`src/rtl/pipeline_pkg.sv`:
```
// Shared pipeline constants and the IF/ID register layout used by the
// fetch/decode boundary.
package pipeline_pkg;

   localparam int XLEN = 32;

   localparam logic [XLEN-1:0] NOP_INSTR = 32'h0000_0000;
   localparam logic [XLEN-1:0] RESET_PC  = 32'h0000_0000;

   // Field of a J-type instruction that forms the jump target word index.
   localparam int JT_HI = 25;
   localparam int JT_LO = 0;

   typedef struct packed {
      logic [XLEN-1:0] instr;
      logic [XLEN-1:0] pc_plus4;
      logic            valid;
   } if_id_t;

endpackage

```
`src/rtl/fetch_decode_stage_if.sv`:
```
// Instruction-memory bus between the fetch stage and the instruction memory.
interface fetch_decode_stage_if;
   import pipeline_pkg::*;

   // The master presents imem_addr every cycle. imem_rdata is accepted only in a
   // cycle where imem_ready=1; when it is low the master keeps the same address
   // and retries, and imem_rdata is ignored.
   logic [XLEN-1:0] imem_addr;
   logic [XLEN-1:0] imem_rdata;
   logic            imem_ready;

   modport master (
      output imem_addr,
      input  imem_rdata,
      input  imem_ready
   );

   modport slave (
      input  imem_addr,
      output imem_rdata,
      output imem_ready
   );

endinterface

```
`src/rtl/if_id_reg.sv`:
```
// IF/ID pipeline register: holds while disabled, loads a bubble on clear,
// otherwise captures the fetched instruction.
module if_id_reg #(
   parameter logic [31:0] NOP_INSTR = pipeline_pkg::NOP_INSTR
) (
   input  logic                   clk,
   input  logic                   reset_n,
   input  logic                   en,
   input  logic                   clr,
   input  logic [31:0]            instr_in,
   input  logic [31:0]            pc_plus4_in,
   output pipeline_pkg::if_id_t   q
);
   import pipeline_pkg::*;

   always_ff @(posedge clk or negedge reset_n) begin
      if (!reset_n) begin
         q.instr    <= NOP_INSTR;
         q.pc_plus4 <= '0;
         q.valid    <= 1'b0;
      end else if (en) begin
         if (clr) begin
            q.instr    <= NOP_INSTR;
            q.pc_plus4 <= '0;
            q.valid    <= 1'b0;
         end else begin
            q.instr    <= instr_in;
            q.pc_plus4 <= pc_plus4_in;
            q.valid    <= 1'b1;
         end
      end
   end

endmodule

```
`src/rtl/fetch_decode_stage.sv`:
```
// Fetch stage: PC register, next-PC selection (sequential/branch/jump) and the
// IF/ID pipeline register feeding decode.
module fetch_decode_stage #(
   parameter logic [31:0] RESET_PC  = pipeline_pkg::RESET_PC,
   parameter logic [31:0] NOP_INSTR = pipeline_pkg::NOP_INSTR
) (
   input  logic                        clk,
   input  logic                        reset_n,
   input  logic                        stall_f,
   input  logic                        stall_d,
   input  logic                        jump_d,
   input  logic                        pc_src_d,
   input  logic [31:0]                 branch_target_d,
   fetch_decode_stage_if.master        imem,
   output logic [31:0]                 instr_d,
   output logic [31:0]                 pc_plus4_d,
   output logic                        valid_d
);
   import pipeline_pkg::*;

   logic [XLEN-1:0] pc_f;
   logic [XLEN-1:0] pc_plus4_f;
   logic [XLEN-1:0] pc_next;
   logic [XLEN-1:0] jump_tgt;
   logic [XLEN-1:0] branch_tgt;
   logic            redirect;
   if_id_t          if_id;

   // Decode's branch operands are not valid while it is stalled, so its
   // redirect request is meaningless until the stall clears.
   assign redirect   = (jump_d | pc_src_d) & ~stall_d;
   assign pc_plus4_f = pc_f + 32'd4;
   assign jump_tgt   = {if_id.pc_plus4[31:28], if_id.instr[JT_HI:JT_LO], 2'b00};
   assign branch_tgt = branch_target_d & ~32'h3;

   always_comb begin
      pc_next = pc_f;
      if (stall_f) begin
         pc_next = pc_f;
      end else if (redirect && jump_d) begin
         pc_next = jump_tgt;
      end else if (redirect) begin
         pc_next = branch_tgt;
      end else if (!imem.imem_ready) begin
         pc_next = pc_f;
      end else begin
         pc_next = pc_plus4_f;
      end
   end

   always_ff @(posedge clk or negedge reset_n) begin
      if (!reset_n) begin
         pc_f <= RESET_PC;
      end else begin
         pc_f <= pc_next;
      end
   end

   assign imem.imem_addr = pc_f;

   if_id_reg #(
      .NOP_INSTR (NOP_INSTR)
   ) u_if_id_reg (
      .clk         (clk),
      .reset_n     (reset_n),
      .en          (~stall_d),
      .clr         (redirect | ~imem.imem_ready),
      .instr_in    (imem.imem_rdata),
      .pc_plus4_in (pc_plus4_f),
      .q           (if_id)
   );

   assign instr_d    = if_id.instr;
   assign pc_plus4_d = if_id.pc_plus4;
   assign valid_d    = if_id.valid;

endmodule
```
`src/flat_wrapper.sv`:
```
// flat-port wrapper written by rule: the top's interface ports become plain ports
module fetch_decode_stage_flat import pipeline_pkg::*;
#(
   parameter logic [31:0] RESET_PC  = pipeline_pkg::RESET_PC,
   parameter logic [31:0] NOP_INSTR = pipeline_pkg::NOP_INSTR
)
  (clk, reset_n, stall_f, stall_d, jump_d, pc_src_d, branch_target_d, instr_d, pc_plus4_d, valid_d, imem_imem_addr, imem_imem_rdata, imem_imem_ready);
  fetch_decode_stage_if imem_i ();
  input  logic clk;
  input  logic reset_n;
  input  logic stall_f;
  input  logic stall_d;
  input  logic jump_d;
  input  logic pc_src_d;
  input  logic [31:0] branch_target_d;
  output logic [31:0] instr_d;
  output logic [31:0] pc_plus4_d;
  output logic valid_d;
  output wire logic [$bits(imem_i.imem_addr)-1:0] imem_imem_addr;
  input wire logic [$bits(imem_i.imem_rdata)-1:0] imem_imem_rdata;
  input wire logic [$bits(imem_i.imem_ready)-1:0] imem_imem_ready;
  assign imem_imem_addr = imem_i.imem_addr;
  assign imem_i.imem_rdata = imem_imem_rdata;
  assign imem_i.imem_ready = imem_imem_ready;
  fetch_decode_stage #(.RESET_PC(RESET_PC), .NOP_INSTR(NOP_INSTR)) u_core (.clk(clk), .reset_n(reset_n), .stall_f(stall_f), .stall_d(stall_d), .jump_d(jump_d), .pc_src_d(pc_src_d), .branch_target_d(branch_target_d), .imem(imem_i), .instr_d(instr_d), .pc_plus4_d(pc_plus4_d), .valid_d(valid_d));
endmodule
```
`config.mk`:
```
export PLATFORM = sky130hd
export DESIGN_NAME = fetch_decode_stage_flat
export DESIGN_NICKNAME = d
export VERILOG_FILES = /design/src/rtl/pipeline_pkg.sv /design/src/rtl/fetch_decode_stage_if.sv /design/src/rtl/if_id_reg.sv /design/src/rtl/fetch_decode_stage.sv /design/src/flat_wrapper.sv
export SDC_FILE = /design/constraint.sdc
export NUM_CORES = 1
export LEC_CHECK = 0
export BUFFER_PORTS_ARGS = -buffer_cell sky130_fd_sc_hd__buf_2
export CELL_PAD_IN_SITES_DETAIL_PLACEMENT = 1
export CELL_PAD_IN_SITES_GLOBAL_PLACEMENT = 1
export CORE_ASPECT_RATIO = 1.2
export CORE_MARGIN = 4
export CORE_UTILIZATION = 34
export DETAILED_ROUTE_END_ITERATION = 6
export PLACE_DENSITY_LB_ADDON = 0.25
export SYNTH_ARGS = -nofsm -noshare
export SYNTH_HDL_FRONTEND = slang
export SYNTH_SLANG_ARGS = --single-unit
```
`constraint.sdc`:
```
create_clock -name clk -period 1.95 [get_ports clk]
set_input_delay 0.4875 -clock clk [delete_from_list [all_inputs] [get_ports clk]]
set_output_delay 0.4875 -clock clk [all_outputs]
set_load 0.005 [all_outputs]
```
==> results of run 1 <==
==> power by group through the flow <==
stage	clock [uW]	sequential [uW]	combinational, uW
6_report	1970	2280	1350
5_1_grt	2080	2300	1490
4_1_cts	2010	2270	1360
3_5_place_dp	0	2310	1350
3_3_place_gp	0	2300	1310
2_1_floorplan	0	2330	602
==> logic make-up (layout without fill, tap and decap cells) <==
family / after synthesis / count (layout) / share of synthesized area [%]
mux: 7 / 7 / 1.53
flops: 93 / 93 / 47.6
simple gates: 155 / 155 / 17.7
other cells: 1 / 4 / 0.0767
buf+inv: 54 / 246 / 4.63
fa+ha+maj: 1 / 1 / 0.256
xor+xnor: 28 / 28 / 5.01
compound gates: 168 / 168 / 23.2
==> sequential cells by signal (all words and copies together) (netlist names) <==
signal,flops
u_core.u_if_id_reg.q,63
u_core.imem.imem_addr,30
==> timing repair <==
action | 4_1_cts | 5_1_grt
buffers inserted | 0 | 2
setup endpoints to repair | 2 | 21
gates resized for setup | 0 | 8
pin swaps | 0 | 7
endpoints found under the hold margin | 0 | 0
==> metrics by stage <==
step / power (uW) / instance area [sq um] / setup TNS (ps) / instances / utilization [%]
2_1_floorplan: 2930 / 4900 / 0 / 510 / -
3_3_place_gp: 3610 / 6270 / 0 / 855 / 45.0
3_5_place_dp: 3660 / 6270 / 0 / 855 / 45.0
4_1_cts: 5640 / 6600 / -14.6 / 871 / 47.4
5_1_grt: 5870 / 6640 / 0 / 873 / 47.7
6_report: 5600 / 6640 / 0 / 873 / 47.7
==> placed cells by master, fill, tap and decap left out, types with 3 or more instances in the layout <==
cell / Yosys / layout
a211oi_1: 5 / 5
a21oi_1: 31 / 31
a22o_1: 36 / 36
a22oi_1: 7 / 7
a2bb2oi_1: 6 / 6
a31oi_1: 4 / 4
and2_1: 4 / 4
and3_1: 9 / 9
and4_1: 4 / 3
buf_12: 0 / 7
buf_2: 5 / 160
buf_4: 4 / 55
clkbuf_16: 0 / 9
conb_1: 1 / 4
dfrtp_1: 93 / 92
inv_1: 8 / 8
mux2_2: 4 / 4
mux2i_1: 3 / 3
nand2_1: 52 / 52
nand2b_1: 5 / 5
nand3_1: 15 / 15
nand4_1: 12 / 12
nor2_1: 22 / 21
nor2b_1: 5 / 5
nor3_1: 7 / 6
nor3_2: 3 / 4
nor4_4: 3 / 3
o21ai_0: 41 / 41
o21ai_1: 5 / 5
o22a_1: 3 / 3
o22ai_1: 8 / 8
o2bb2ai_1: 7 / 7
o31a_1: 4 / 4
xnor2_1: 18 / 18
xor2_1: 10 / 10
==> critical path, stage by stage (launching register included) <==
cell and delay [ps]:
dfrtp_2 410, ha_2 220, nand4_1 170, nor3_2 290, nand4_1 220, o31a_1 320, o22ai_1 140
==> layout make-up <==
cell class	count	area (sq um)	area share, %
sequential	93	2330	35.1
clock inverter	6	93.8	1.41
inverter	8	30.0	0.452
timing repair buffer	222	1350	20.4
multi-input combinational	363	2380	35.9
clock buffer	10	239	3.60
tap	171	214	3.22
==> path summary, 6_finish.rpt <==
| path | start | end | slack [ps] | cells after the start |
|---|---|---|---|---|
| min in group clk | imem_imem_rdata[13] | u_core.u_if_id_reg.q[46]$_DFFE_PN0N_ | 350 | 2 |
| worst max-delay path | u_core.imem.imem_addr[2]$_DFFE_PN0P_ | u_core.imem.imem_addr[24]$_DFFE_PN0P_ | 100 | 6 |
| worst min register to register | u_core.u_if_id_reg.q[23]$_DFFE_PN0N_ | u_core.u_if_id_reg.q[23]$_DFFE_PN0N_ | 480 | 2 |
| worst max register to register | u_core.imem.imem_addr[2]$_DFFE_PN0P_ | u_core.imem.imem_addr[24]$_DFFE_PN0P_ | 100 | 6 |
| max in group asynchronous | reset_n | u_core.imem.imem_addr[16]$_DFFE_PN0P_ | 1340 | 2 |
| worst min-delay path | reset_n | u_core.imem.imem_addr[28]$_DFFE_PN0P_ | 70 | 1 |
==> layer usage <==
layer,global-route usage (%),vias up
met3,4.22,21
met2,36.4,138
met4,6.11,0
met1,28.1,2358
met5,0,-
li1,-,2232
==> flow_summary.toml, run 1 <==
[clock_tree]
cts-root-buf = "clkbuf_16"
cts.clk_slew.worst_paths_ps = 70
clock_latency_ps = 350
ctsHoldBuffers = 0
cts_tree = "built"
htreeDepth = 3
cts_buffers = 9
cts_sinks = 93
cts_buffer_depth = 2

[power]
p_clk_share_pct = 35.2
power_density_mw_per_mm2 = 843
power.leakage_uw = 0.00323
p_comb_share_pct = 24.2
p_int_uw = 3910
switching_share_pct = 30.1
vdd_drop_max_mv = 0.416
p_switching_uw = 1680
p_seq_share_pct = 40.6

[timing]
hold_viol_final = 0
slew_viol_final = 0
min_period_ps = 1850
skew_ps = 9.54
hold_ws_ps = 73.9
setup_violations = 0
max-slew-margin-rel_pct = 50.7
rsz0062_at_grt = "false"
tightest_slew_ps = 739
layout_setup_ws_ps = 98.6
final.period_utilization_pct = 94.9
fmax_mhz = 540

[synth]
ys.flop_type = "dfrtp_1"
netlist_top_cells_area = "dfrtp_1, a22o_1, o21ai_0"
seq_area_frac_synth_pct = 47.6
ys_warn_count = 0
yosysMostFrequentCell = "dfrtp_1"
synth_top_area_cell = "dfrtp_1"
synth_top_area_share_pct = 47.6
syn_inst = 507
ys_types = 55
ys_ff_latch = 93
syn_area_sq_mm = 0.00489
syn-mean-instance-area_sq_um = 9.65
synth_edf_count = 0
synth-async-reset-ratio_pct = 100
synthTopCellsByCount = "dfrtp_1, nand2_1, o21ai_0, a22o_1, a21oi_1"

[route]
first_iter_violations = 250
wl_per_cell_um = 19.9
routed.top_layer = "met4"
vias = 4749
drt-pass1-iter-count = 4
drt-met1-wl_um = 7510
dr_wl_met3_um = 870
via_per_inst = 5.44
remaining_drc_errors = 0
routed_wirelength_um = 17400
postRouteAntennaNets = 0
route.met2.wl_um = 8730

[setup_path]
cp-start-kind = "flop"
cp_max_fo = 5
cp.arrival_ps = 2120
path_class = "reg2reg"
worstSetupEndpointType = "flop"
worstPathRequired_ps = 2220

[place]
routabilityCongestion = 0.868
io_buffers = 161
dpl.hpwl_um = 13400
pre_cts_ws_ps = 0.700

[floorplan]
io_pins = 168
die_h_um = 139
core_sq_mm = 0.0139
rows = 47
die_w_um = 117
die_area_sq_mm = 0.0164
initial_core_util_pct = 35.1

[global_routing]
grt_max_degree = 70
antenna_found_initial = 0
grt_overflow_total = 0
track_usage_pct = 21.5
grt_pass1_wl_um = 28300
grt_pass1_vias = 5097

[final_layout]
area_delta_synth_final_pct = 35.8
antennaDiodeCount = 0
drive_above_1_share_pct = 37.7
nFillCells = 1607
fin_nets = 769

[outcome]
status = "complete, no violations"

[hold_path]
hp-class = "in2async"

[run]
drv_cap = 0
Power figures use the tool's default switching activity.
==> run 2, diff against run 1 <==
--- a/config.mk
+++ b/config.mk
@@ -13,6 +13,7 @@
 export CORE_UTILIZATION = 34
 export DETAILED_ROUTE_END_ITERATION = 6
 export PLACE_DENSITY_LB_ADDON = 0.25
+export SETUP_SLACK_MARGIN = 0.5
 export SYNTH_ARGS = -nofsm -noshare
 export SYNTH_HDL_FRONTEND = slang
 export SYNTH_SLANG_ARGS = --single-unit
==> run 2 against run 1 <==
The flow now finishes with violations (setup timing). Cell count is 7.4% higher. Combinational power is 68% higher. Critical path depth is 1 lower. Wire length is 33% higher. Die area stayed put. Design area is 23% higher. First-iteration DRC count is 23% higher. Clock skew is 4.0 ps lower. Worst setup slack worse by 210 ps. Non-clock buffer count is 65 higher. Sequential share of layout area is 6.4 points lower. Sequential power is 4% higher.
==> flow_summary.toml, run 2 (same netlist as run 1, synthesis figures left out) <==
[timing]
fmax_mhz = 486
slew_viol_final = 0
tightest_slew_ps = 587
hold_ws_ps = 139
hold_viol_final = 0
setup_violations = 2
max-slew-margin-rel_pct = 60.9
min_period_ps = 2060
layout_setup_ws_ps = -107
final.period_utilization_pct = 105
skew_ps = 5.53
rsz0062_at_grt = "true"

[floorplan]
die_h_um = 139
initial_core_util_pct = 35.1
core_sq_mm = 0.0139
die_area_sq_mm = 0.0164
io_pins = 168
die_w_um = 117
rows = 47

[run]
drv_cap = 0

[clock_tree]
cts.clk_slew.worst_paths_ps = 70
clock_latency_ps = 350
htreeDepth = 3
cts_sinks = 93
cts_buffers = 9
ctsHoldBuffers = 0
cts_buffer_depth = 2
cts_tree = "built"
cts-root-buf = "clkbuf_16"

[place]
io_buffers = 161
dp_cells = 849
routabilityCongestion = 0.885
placed_area_sq_mm = 0.00633
dpl.hpwl_um = 13900

[setup_path]
cp-start-kind = "flop"
r2r_start = "u_core.imem.imem_addr[10]$_DFFE_PN0P_"
cp.arrival_ps = 2280
reg2reg_slack_ps = -110
r2r_end = "u_core.u_if_id_reg.q[30]$_DFFE_PN0N_"
worstPathRequired_ps = 2170
reg2regPathDepth = 5
path_class = "reg2reg"
worstSetupEndpointType = "flop"
cp_max_fo = 4

[final_layout]
area_delta_synth_final_pct = 67.4
antennaDiodeCount = 0
final_cell_mix = "buf_2, dfrtp_1, buf_6"
fin_util_pct = 58.7
top_register = "u_core.u_if_id_reg.q"
instances_no_fill = 938
fin_area_sq_mm = 0.00819
layout_commonest_cell = "buf_2"
drive_above_1_share_pct = 55.0
fin_nets = 834
largest_register_ffs = 63

[global_routing]
grt_pass1_wl_um = 31100
antenna_found_initial = 0
grt_max_degree = 47
grt_pass1_vias = 5582
track_usage_pct = 23.8
grt_overflow_total = 0

[power]
power.leakage_uw = 0.00386
p_int_uw = 4300
p_comb_share_pct = 35.3
p_switching_uw = 2130
switching_share_pct = 33.1
vdd_drop_max_mv = 0.457
p_seq_share_pct = 36.8
power_density_mw_per_mm2 = 786
p_clk_share_pct = 27.9

[route]
via_per_inst = 5.78
remaining_drc_errors = 0
first_iter_violations = 308
drt-pass1-iter-count = 4
routed_wirelength_um = 23100
wl_per_cell_um = 24.7
vias = 5425
postRouteAntennaNets = 0

[outcome]
status = "finished with violations"
violations = "setup timing"

[hold_path]
hp-class = "in2async"
run 2: cell count changes in the layout (fill, tap and decap cells not counted), moves of 7 or more:
cell and delta:
dfrtp_1 -13, nand3_1 -12, nand3_4 +10, a21oi_1 -14
xnor2_2 +9, buf_2 -18, o21ai_1 +29, dfrtp_2 +13
xnor2_1 -11, a21oi_2 +12, o21ai_0 -35, nor3_4 +7
buf_6 +76
run 2: per-stage QoR:
step	power, uW	setup WS [ps]	TNS [ps]
finish	6440	-107	-118
global route	6680	-104	-259
CTS	5770	87.3	0
detailed placement	3690	51.2	0
global placement	3640	105	0
floorplan	3030	80.6	0
run 2: final cells by class:
class                   instances  area [sq um]
repair buffers                287          2200
multi-input cells             363          3100
clock buffers                  12           246
well taps                     171           214
clock inverters                 4          47.5
inverters                       8          30.0
flip-flops and latches         93          2340
fillers                      1517          5750
run 2: timing repair:
item	4_1_cts	5_1_grt
cloned	0	0
setup endpoints to repair	76	82
gates resized for setup	102	132
endpoints found under the hold margin	0	0
setup buffers	38	35
pin swaps	48	60
run 2: power groups by stage:
stage / Clock, uW / Combinational, uW / Sequential (uW)
6_report: 1800 / 2270 / 2370
2_1_floorplan: 0 / 682 / 2340
3_5_place_dp: 0 / 1350 / 2350
4_1_cts: 1800 / 1640 / 2330
3_3_place_gp: 0 / 1300 / 2340
5_1_grt: 1910 / 2390 / 2380
run 2: per-layer routing:
metal,global-route usage [%],vias up,wire (um)
met2,39.6,228,11600
met3,5.72,70,1310
met1,29.2,2768,9190
li1,-,2359,-
met4,11.1,0,1080
met5,0,-,0
run 2: worst max path at each step:
stage	start	endpoint	slack, ps
floorplan	u_core.imem.imem_addr[16]$_DFFE_PN0P_	u_core.imem.imem_addr[30]$_DFFE_PN0P_	80
global placement	u_core.imem.imem_addr[4]$_DFFE_PN0P_	u_core.imem.imem_addr[27]$_DFFE_PN0P_	100
detailed placement	u_core.imem.imem_addr[18]$_DFFE_PN0P_	u_core.imem.imem_addr[30]$_DFFE_PN0P_	50
CTS	u_core.imem.imem_addr[5]$_DFFE_PN0P_	u_core.u_if_id_reg.q[30]$_DFFE_PN0N_	90
global route	u_core.imem.imem_addr[10]$_DFFE_PN0P_	u_core.u_if_id_reg.q[30]$_DFFE_PN0N_	-100
finish	u_core.imem.imem_addr[10]$_DFFE_PN0P_	u_core.u_if_id_reg.q[30]$_DFFE_PN0N_	-110
run 2: worst max-delay path, cell delays in order (launching register included):
cell     delay [ps]
dfrtp_1         430
nand3_4         130
or4_4           590
nor4_4          450
xnor2_1         220
o21ai_1         120
